<file path="config.mk">
export PLATFORM = sky130hd
export DESIGN_NAME = hp_read_arbiter
export DESIGN_NICKNAME = d
export VERILOG_FILES = /design/src/rtl/hp_read_arbiter.sv
export SDC_FILE = /design/constraint.sdc
export NUM_CORES = 1
export LEC_CHECK = 0
export ABC_AREA = 1
export BUFFER_PORTS_ARGS = -buffer_cell sky130_fd_sc_hd__buf_2
export CAP_MARGIN = 0
export CORE_AREA = 2 2 155 157
export DETAILED_ROUTE_END_ITERATION = 8
export DIE_AREA = 0 0 157 159
export GPL_TIMING_DRIVEN = 0
export PLACE_DENSITY = 0.57
export SYNTH_ARGS = -nofsm -noshare
export SYNTH_HDL_FRONTEND = slang
export SYNTH_SLANG_ARGS = --single-unit
</file>
<file path="constraint.sdc">
create_clock -name clock -period 2.3 [get_ports clock]
set_clock_uncertainty 0.15 [all_clocks]
set_input_delay 0.46 -clock clock [delete_from_list [all_inputs] [get_ports clock]]
set_output_delay 0.46 -clock clock [all_outputs]
set_load 0.02 [all_outputs]
</file>
<file path="src/rtl/hp_read_arbiter.sv">
// Two-requester round-robin arbiter onto one Zynq HP AXI read port.
// Remaps AR into the fabric DDR window, tags ARID with the requester index and routes R back by tag.
module hp_read_arbiter #(
    parameter int          ID_W     = 5,
    parameter int          DATA_W   = 64,
    parameter int          MAX_OUT  = 4,
    parameter logic [3:0]  WIN_BASE = 4'h1
) (
    input  logic              clock,
    input  logic              reset_n,

    input  logic              s0_ar_valid,
    output logic              s0_ar_ready,
    input  logic [31:0]       s0_ar_addr,
    input  logic [ID_W-1:0]   s0_ar_id,
    input  logic [7:0]        s0_ar_len,
    input  logic [2:0]        s0_ar_size,
    input  logic [1:0]        s0_ar_burst,
    output logic              s0_r_valid,
    input  logic              s0_r_ready,
    output logic [ID_W-1:0]   s0_r_id,
    output logic [DATA_W-1:0] s0_r_data,
    output logic [1:0]        s0_r_resp,
    output logic              s0_r_last,

    input  logic              s1_ar_valid,
    output logic              s1_ar_ready,
    input  logic [31:0]       s1_ar_addr,
    input  logic [ID_W-1:0]   s1_ar_id,
    input  logic [7:0]        s1_ar_len,
    input  logic [2:0]        s1_ar_size,
    input  logic [1:0]        s1_ar_burst,
    output logic              s1_r_valid,
    input  logic              s1_r_ready,
    output logic [ID_W-1:0]   s1_r_id,
    output logic [DATA_W-1:0] s1_r_data,
    output logic [1:0]        s1_r_resp,
    output logic              s1_r_last,

    output logic              m_ar_valid,
    input  logic              m_ar_ready,
    output logic [31:0]       m_ar_addr,
    output logic [ID_W:0]     m_ar_id,
    output logic [7:0]        m_ar_len,
    output logic [2:0]        m_ar_size,
    output logic [1:0]        m_ar_burst,
    output logic [3:0]        m_ar_cache,
    output logic [2:0]        m_ar_prot,
    output logic [3:0]        m_ar_qos,
    output logic              m_ar_lock,

    input  logic              m_r_valid,
    output logic              m_r_ready,
    input  logic [ID_W:0]     m_r_id,
    input  logic [DATA_W-1:0] m_r_data,
    input  logic [1:0]        m_r_resp,
    input  logic              m_r_last,

    output logic              err_unexpected
);

    localparam logic [3:0] MAX_C = 4'(MAX_OUT);

    logic              ar_vld_q, ar_vld_d;
    logic [27:0]       ar_addr_q, ar_addr_d;
    logic [ID_W:0]     ar_id_q, ar_id_d;
    logic [7:0]        ar_len_q, ar_len_d;
    logic [2:0]        ar_size_q, ar_size_d;
    logic [1:0]        ar_burst_q, ar_burst_d;
    logic              last_q, last_d;
    logic [3:0]        cnt_q [2];
    logic [3:0]        cnt_d [2];
    logic              err_q, err_d;

    logic              can_load, grant, win, tag, r_done;
    logic [1:0]        elig, inc, dec;
    logic              unused_addr_hi;

    // The window base replaces the top nibble, so those address bits are never stored.
    assign unused_addr_hi = ^{s0_ar_addr[31:28], s1_ar_addr[31:28]};

    assign can_load = !ar_vld_q || m_ar_ready;
    assign elig[0]  = s0_ar_valid && (cnt_q[0] < MAX_C);
    assign elig[1]  = s1_ar_valid && (cnt_q[1] < MAX_C);
    assign win      = (elig[0] && elig[1]) ? !last_q : elig[1];
    assign grant    = reset_n && can_load && (elig != 2'b00);

    assign s0_ar_ready = grant && !win;
    assign s1_ar_ready = grant && win;

    assign m_ar_valid = ar_vld_q;
    assign m_ar_addr  = {WIN_BASE, ar_addr_q};
    assign m_ar_id    = ar_id_q;
    assign m_ar_len   = ar_len_q;
    assign m_ar_size  = ar_size_q;
    assign m_ar_burst = ar_burst_q;
    assign m_ar_cache = 4'b0011;
    assign m_ar_prot  = 3'b000;
    assign m_ar_qos   = 4'b0000;
    assign m_ar_lock  = 1'b0;

    assign tag        = m_r_id[ID_W];
    assign s0_r_valid = m_r_valid && !tag;
    assign s1_r_valid = m_r_valid && tag;
    assign m_r_ready  = tag ? s1_r_ready : s0_r_ready;
    assign s0_r_id    = m_r_id[ID_W-1:0];
    assign s1_r_id    = m_r_id[ID_W-1:0];
    assign s0_r_data  = m_r_data;
    assign s1_r_data  = m_r_data;
    assign s0_r_resp  = m_r_resp;
    assign s1_r_resp  = m_r_resp;
    assign s0_r_last  = m_r_last;
    assign s1_r_last  = m_r_last;

    assign r_done = m_r_valid && m_r_ready && m_r_last;
    assign inc    = {s1_ar_valid && s1_ar_ready, s0_ar_valid && s0_ar_ready};
    assign dec    = {r_done && tag, r_done && !tag};

    always_comb begin
        ar_vld_d   = ar_vld_q;
        ar_addr_d  = ar_addr_q;
        ar_id_d    = ar_id_q;
        ar_len_d   = ar_len_q;
        ar_size_d  = ar_size_q;
        ar_burst_d = ar_burst_q;
        last_d     = last_q;
        cnt_d[0]   = cnt_q[0];
        cnt_d[1]   = cnt_q[1];
        err_d      = err_q;

        if (can_load) begin
            ar_vld_d = grant;
        end
        if (grant) begin
            last_d     = win;
            ar_addr_d  = win ? s1_ar_addr[27:0] : s0_ar_addr[27:0];
            ar_id_d    = {win, (win ? s1_ar_id : s0_ar_id)};
            ar_len_d   = win ? s1_ar_len   : s0_ar_len;
            ar_size_d  = win ? s1_ar_size  : s0_ar_size;
            ar_burst_d = win ? s1_ar_burst : s0_ar_burst;
        end

        // An rlast for a requester with nothing outstanding is flagged rather than underflowing.
        for (int k = 0; k < 2; k++) begin
            if (inc[k] && !dec[k]) begin
                cnt_d[k] = cnt_q[k] + 4'd1;
            end else if (dec[k] && !inc[k]) begin
                if (cnt_q[k] == 4'd0) err_d = 1'b1;
                else                  cnt_d[k] = cnt_q[k] - 4'd1;
            end
        end
    end

    always_ff @(posedge clock) begin
        if (!reset_n) begin
            ar_vld_q   <= 1'b0;
            ar_addr_q  <= '0;
            ar_id_q    <= '0;
            ar_len_q   <= '0;
            ar_size_q  <= '0;
            ar_burst_q <= '0;
            last_q     <= 1'b1;
            cnt_q[0]   <= 4'd0;
            cnt_q[1]   <= 4'd0;
            err_q      <= 1'b0;
        end else begin
            ar_vld_q   <= ar_vld_d;
            ar_addr_q  <= ar_addr_d;
            ar_id_q    <= ar_id_d;
            ar_len_q   <= ar_len_d;
            ar_size_q  <= ar_size_d;
            ar_burst_q <= ar_burst_d;
            last_q     <= last_d;
            cnt_q[0]   <= cnt_d[0];
            cnt_q[1]   <= cnt_d[1];
            err_q      <= err_d;
        end
    end

    assign err_unexpected = err_q;

endmodule

</file>
Yosys cells after proc, flatten, opt, wreduce, memory -nomap -nowiden
Memory sizes are Yosys's and may differ from the RTL's.
Cells that the tools add are included.
{"block": "word_totals", "in_bits": 181, "ramBits": 8, "ff_bits": 50, "memories": 1, "output_inout_bits": 214}
{"name": "cnt_q", "words": 2, "word_bits": 4, "read_ports": 2, "rd_ports_with_merged_regs": 0, "wr": 2, "line": "71", "text": "logic [3:0] cnt_q [2];"}
{"block": "classes", "n_mux": 23, "n_reduce_logical": 31, "n_addsub": 4, "magnitude_cmp": 2, "n_bitwise": 2}
{"operator": "$mux 4", "count": 8}
{"operator": "$mux 28", "count": 1}
{"operator": "$logic_and 1x1->1", "count": 19}
{"operator": "$mux 1", "count": 10}
{"operator": "$add 4x1->4 const B", "count": 2}
{"operator": "$logic_not 1->1", "count": 8}
{"operator": "$logic_not 4->1", "count": 2}
{"operator": "$lt 4x3->1 const B", "count": 2}
{"operator": "$mux 8", "count": 1}
{"operator": "$sub 4x1->4 const B", "count": 2}
{"operator": "$mux 5", "count": 1}
{"operator": "$mux 3", "count": 1}
{"operator": "$mux 2", "count": 1}
{"operator": "$or 1x1->1", "count": 2}
{"operator": "$reduce_bool 2->1", "count": 1}
{"operator": "$logic_or 1x1->1", "count": 1}

Logic depth before layout (Yosys ltp)
Gate-level depths: netlist (run 1).
An unclocked memory read counts as a cell.
{"block": "logic_depth", "ltp_word": 15, "ltp_mapped": 18, "ltp_nobuf": 17}

Worst setup path before layout (run 1)
OpenSTA, ideal clock, no wires.
{"block": "synth_path", "kind": "input to register", "startpoint": "input s1_ar_valid", "endpoint": "memory cnt_q[0][3]", "slack_ps": -137, "cell_stages": 14, "arrival_ps": 2217, "required_time_ps": 2080, "setup_time_ps": 70, "path_cell_list": "inv_1 > o21ai_1 > nand2_2 > buf_2 > nor2_1 > ha_1 > inv_1 > ha_1 > or2_2 > nand2_1 > nand3_1 > nand2_1 > nand2_1 > a21oi_1"}
{"element": "start, declared", "line": "26", "text": "input logic s1_ar_valid,"}
{"element": "end, declared", "line": "71"}

==> results of run 1 <==
[final cells by class]
class	count	share of cell area, %
buffer	187	20.1
clock buffer	11	3.53
clock inverter	5	1.13
inverter	28	1.82
multi-input combinational	380	26.7
sequential	58	17.0
tap	319	5.80
timing repair buffer	319	23.9
[per-stage QoR]
step / setup TNS, ns / utilization, %
floorplan: 0 / -
global placement: -2.38 / 27.3
detailed placement: -2.34 / 27.3
CTS: -0.0113 / 29.3
global route: -0.0680 / 29.7
finish: 0 / 29.7
[synthesized netlist by cell type]
cell and count:
nand2_1 213, buf_4 170, dfxtp_1 58, a21oi_1 52
nand3_1 52, inv_1 25, nor2_1 14, buf_2 10
ha_1 8, o21ai_0 7, clkbuf_1 5, buf_6 4
conb_1 2, fa_1 2, inv_2 2, nor2_4 2
o21a_1 2, or2_2 2, xor2_1 2, clkinv_4 1
nand2_2 1, nand3_2 1, nand4_1 1, nor2_2 1
nor3_1 1, nor4_1 1, o21ai_1 1, o21bai_1 1
[metal layers]
layer  routed length, um  global-route usage, %  up-vias
met5                   0                      0        -
met4                 218                   3.34        0
met3                1190                   2.94       10
met2                7910                   21.3      215
met1                6420                   13.8     2089
li1                    -                      -     2513
[report_power, final]
| group | switching, uW | internal [uW] | total, uW |
|---|---|---|---|
| logic | 1070 | 786 | 1860 |
| clock network | 509 | 974 | 1480 |
| registers | 68.6 | 1120 | 1190 |
| total | 1650 | 2880 | 4530 |
[what timing repair did]
action,CTS,global route
setup buffers,12,8
pin swaps,5,8
setup endpoints to repair,9,31
resized for setup,17,11
[state kept, by name (all words and copies together), names as in the netlist]
register,count
ar_addr_q,28
last_q,1
m_ar_len,8
cnt_q,8
m_ar_size,3
m_ar_burst,2
m_ar_id,6
m_ar_valid,1
err_unexpected,1
[kinds of logic (layout without fill, tap and decap cells)]
kind of cell,count (synthesis),count (layout),synth area share (%)
and+or+nand+nor,289,289,27.4
other,2,16,0.173
buffers and inverters,217,550,34.6
adders and majority gates,10,10,3.23
AOI/OAI and AO/OA,63,63,7.44
xor gates and xnor gates,2,2,0.404
DFF,58,58,26.8
[layout by cell type (no fill, tap or decap), drive strengths merged]
master | netlist | routed
buf | 184 | 501
nand2 | 214 | 214
dfxtp | 58 | 58
nand3 | 53 | 53
a21oi | 52 | 52
inv | 27 | 27
nor2 | 17 | 17
conb | 2 | 16
clkbuf | 5 | 16
o21ai | 8 | 8
ha | 8 | 8
clkinv | 1 | 3
xor2 | 2 | 2
o21a | 2 | 2
fa | 2 | 2
bufinv | 0 | 2
or2 | 2 | 2
nor4 | 1 | 1
nor3 | 1 | 1
nand4 | 1 | 1
o21bai | 1 | 1
clkinvlp | 0 | 1
[worst max path at each step]
stage,endpoint
global route,cnt_q[0][3]$_SDFFE_PN0P_
global placement,cnt_q[0][3]$_SDFFE_PN0P_
CTS,cnt_q[0][3]$_SDFFE_PN0P_
floorplan,cnt_q[0][3]$_SDFFE_PN0P_
finish,cnt_q[0][3]$_SDFFE_PN0P_
detailed placement,cnt_q[0][3]$_SDFFE_PN0P_
==> results.cfg, run 1 <==
[outcome]
status = complete, no violations

[synthesis]
yosysTopAreaCell = buf_4
synth_top_area_share_pct = 29.4
ys_seq_area_share_pct = 26.8
ys_ff_latch = 58
netlist_top_cells_area = buf_4 (29%), dfxtp_1 (27%), nand2_1 (18%)
avgSynthCellArea_sq_um = 6.77
yosysUniqueCellTypes = 28
synth_area_sq_um = 4340
yosys_warnings = 0
syn_inst = 641

[floorplan]
die_w_um = 157
num_io_pins = 395
fp-row-count = 56
initial_utilization_pct = 18.7
die_area_sq_um = 25000
core_area_sq_um = 23200
die_h_um = 159

[worst_setup_path]
path_depth = 15
arrival_ns = 2.37
path_max_fanout = 5
slowest_delay_ns = 0.34
cp_top_family = simple AND/OR/NAND/NOR gates
path_class = flop to flop
end_kind = flop
start_kind = flop
crit_top_cell = nand2_1
reg2reg_depth = 15
worstReg2RegStart = cnt_q[0][2]$_SDFFE_PN0P_
reg2reg_to = cnt_q[0][3]$_SDFFE_PN0P_
startpoint = cnt_q[0][2]$_SDFFE_PN0P_
path_cells = nor2_4, nand3_2, nand2_2, buf_8, inv_8, nor2_4, ha_4, inv_2, ha_4, or2_2, nand2_1, nand3_1, nand2_1, nand2_1, a21oi_1
critical_path_required_ns = 2.41
cp_num_buf_inv = 3
critical_path.slowest_cell = dfxtp_4
reg2reg_slack_ns = 0.05

[detailed_routing]
routed_via_density = 3.69
drc = 0
ant_nets = 0
drtIter0Drc = 140
dr.pass1.iters = 4
drt_wl_total_mm = 15.7
vias = 4827
wl_per_cell_um = 12.0

[cells_and_area]
finalNetCount = 1174
fillers = 2539
fin_area_sq_um = 6890
multi_input_comb_area_sq_um = 1840
syn2layout_area_growth_pct = 58.8
drive_above_1_share_pct = 55.2
n_antenna_cell = 0
register_area_sq_um = 1170
layout.cells.non_filler = 1307

[timing]
max-slew-margin-rel_pct = 64.3
timing.final.crit_period_ns = 2.25
worstMarginPinSlew_ns = 0.535
fin_ws_ns = 0.0453
slew_violations = 0
hold_slack_ns = 0.259
setup_viol = 0
rsz0062_at_grt = true
hold_violations = 0
clock.fmax_mhz = 444
fin_crit_sh_pct = 98.0

[hold_path]
hold_start = reset_n
holdPathStages = 2
min_to = last_q$_SDFFE_PN1P_
hold_path.class = primary input to flop

[cts]
htree_levels = 3
cts_num_sinks = 58
postCtsHoldBufs = 0
clk_path_buf_depth = 2
cts_tree = built
path_clk_slew_ns = 0.06
cts_root_buf = clkbuf_16
cts_buffers = 9
clk_latency_ns = 0.34

[flow_run]
cap_viol_max_count = 0

[grt]
grt_pass1_vias = 4427
globalRoute.totalOverflow = 0
grt_max_degree = 11
grt_use_total_pct = 11.8
grt_pass1_wl_mm = 22.8
antenna_found_initial = 0

[placement]
hpwlAfterDp_mm = 12.7
io_buffers = 299
place_ws_ns = -0.479
place_area_sq_um = 6330
gp_congestion = 0.755
dpl.cell_count = 1273

[pwr]
power_uw = 4530
vdd_ir_drop_max_mv = 0.257
power.density_nw_per_um2 = 658
p_leak_uw = 0.00385
Note: power is estimated with default switching activity, not from simulation.
==> run 2, diff against run 1 <==
Settings changed: RECOVER_POWER set to 50.
==> results.cfg, run 2 (synthesis results as in run 1) <==
[outcome]
status = complete, no violations

[hold_path]
hold_start = reset_n
hold_path.class = primary input to flop

[detailed_routing]
ant_nets = 0
drc = 0
vias = 4829
drt_wl_total_mm = 15.8
wl_per_cell_um = 12.1
dr.pass1.iters = 4
routed_via_density = 3.69
drtIter0Drc = 160

[timing]
max-slew-margin-rel_pct = 64.4
timing.final.crit_period_ns = 2.25
fin_crit_sh_pct = 98.0
setup_viol = 0
clock.fmax_mhz = 444
worstMarginPinSlew_ns = 0.535
rsz0062_at_grt = true
hold_slack_ns = 0.259
slew_violations = 0
fin_setup_tns_ns = 0
hold_violations = 0

[cells_and_area]
most-common-layout-cells = nand2_1 (209), buf_4 (188), buf_2 (182)
largest-register = ar_addr_q
finalNetCount = 1174
syn2layout_area_growth_pct = 55.1
largest_reg_flops = 28
layout_commonest_cell = nand2_1
fin_util_pct = 29.0
n_antenna_cell = 0
layout.cells.non_filler = 1307
drive_above_1_share_pct = 42.4

[grt]
globalRoute.totalOverflow = 0
grt_use_total_pct = 11.8
grt_pass1_wl_mm = 22.8
grt_pass1_vias = 4427
grt_max_degree = 11
antenna_found_initial = 0

[worst_setup_path]
end_kind = flop
critical_path_required_ns = 2.41
arrival_ns = 2.37
path_class = flop to flop
path_max_fanout = 5
worstReg2RegStart = cnt_q[0][2]$_SDFFE_PN0P_
reg2reg_slack_ns = 0.05
startpoint = cnt_q[0][2]$_SDFFE_PN0P_
start_kind = flop

[floorplan]
initial_utilization_pct = 18.7
core_area_sq_um = 23200
num_io_pins = 395
die_w_um = 157
die_h_um = 159
fp-row-count = 56
die_area_sq_um = 25000

[pwr]
power_uw = 4500
power.density_nw_per_um2 = 669
power.switching_uw = 1660
combPwrFrac_pct = 40.7
seq_power_share_pct = 26.4
swShare_pct = 36.8
intPower_uw = 2850
p_leak_uw = 0.00350
p_clk_share_pct = 32.9
vdd_ir_drop_max_mv = 0.257

[placement]
dpl.cell_count = 1273
io_buffers = 299
hpwlAfterDp_mm = 12.7
gp_congestion = 0.755

[cts]
path_clk_slew_ns = 0.06
cts_tree = built
clk_path_buf_depth = 2
cts_root_buf = clkbuf_16
clk_latency_ns = 0.34
cts_num_sinks = 58
cts_buffers = 9
htree_levels = 3

[flow_run]
cap_viol_max_count = 0
==> run 2: cell types whose count changed in the layout (fill, tap and decap cells not counted), sizes merged <==
cell    before  now
buf        501  375
clkbuf      16  142
==> run 2: cell type report <==
type                    instances  area [sq um]
fillers                      2599         16500
flip-flops and latches         58          1170
repair buffers                319          1490
inverters                      28           125
clock buffers                  11           243
plain buffers                 187          1390
multi-input cells             380          1840
well taps                     319           399
clock inverters                 5          77.6
==> run 2: worst paths after layout <==
check	endpoint	depth (start not counted)
hold / removal	last_q$_SDFFE_PN1P_	2
setup reg to reg	cnt_q[0][3]$_SDFFE_PN0P_	15
hold reg to reg	m_ar_burst[0]$_SDFFE_PN0P_	2
setup / recovery	cnt_q[0][3]$_SDFFE_PN0P_	15
==> run 2: per-layer routing <==
layer  vias to the layer above  track usage, %  routed length (um)
met3                        10            2.94                1190
met1                      2091            13.8                6480
met2                       215            21.3                7920
li1                       2513               -                   -
met4                         0            3.34                 218
met5                         -               0                   0
==> run 2: critical path, stage by stage (launching register included) <==
cell and delay, ns:
dfxtp_4 0.34, nor2_4 0.14, nand3_2 0.10, nand2_2 0.10, buf_8 0.12, inv_8 0.04
nor2_4 0.12, ha_4 0.15, inv_2 0.07, ha_4 0.22, or2_2 0.28, nand2_1 0.07
nand3_1 0.06, nand2_1 0.06, nand2_1 0.05, a21oi_1 0.11
==> run 2: repair_timing <==
item                                    in CTS  in global routing
setup buffers                               12                  8
pin swaps                                    5                  8
gates resized for setup                     17                 11
hold buffers                                 0                  0
endpoints found under the setup margin       9                 31
==> run 2: per-stage QoR <==
stage | worst slack (ns) | cell area [sq um]
after floorplan | 0.0187 | 4440
after global placement | -0.497 | 6330
after detailed placement | -0.479 | 6330
after CTS | -0.0113 | 6800
after global routing | -0.0581 | 6730
final | 0.0455 | 6730
==> run 2: power by group through the flow <==
stage	registers, uW	clock network [uW]	logic, uW
final	1190	1480	1830
after global placement	1210	0	1760
after global routing	1200	1600	2030
after detailed placement	1210	0	1770
after floorplan	1310	0	1120
after CTS	1190	1550	1840
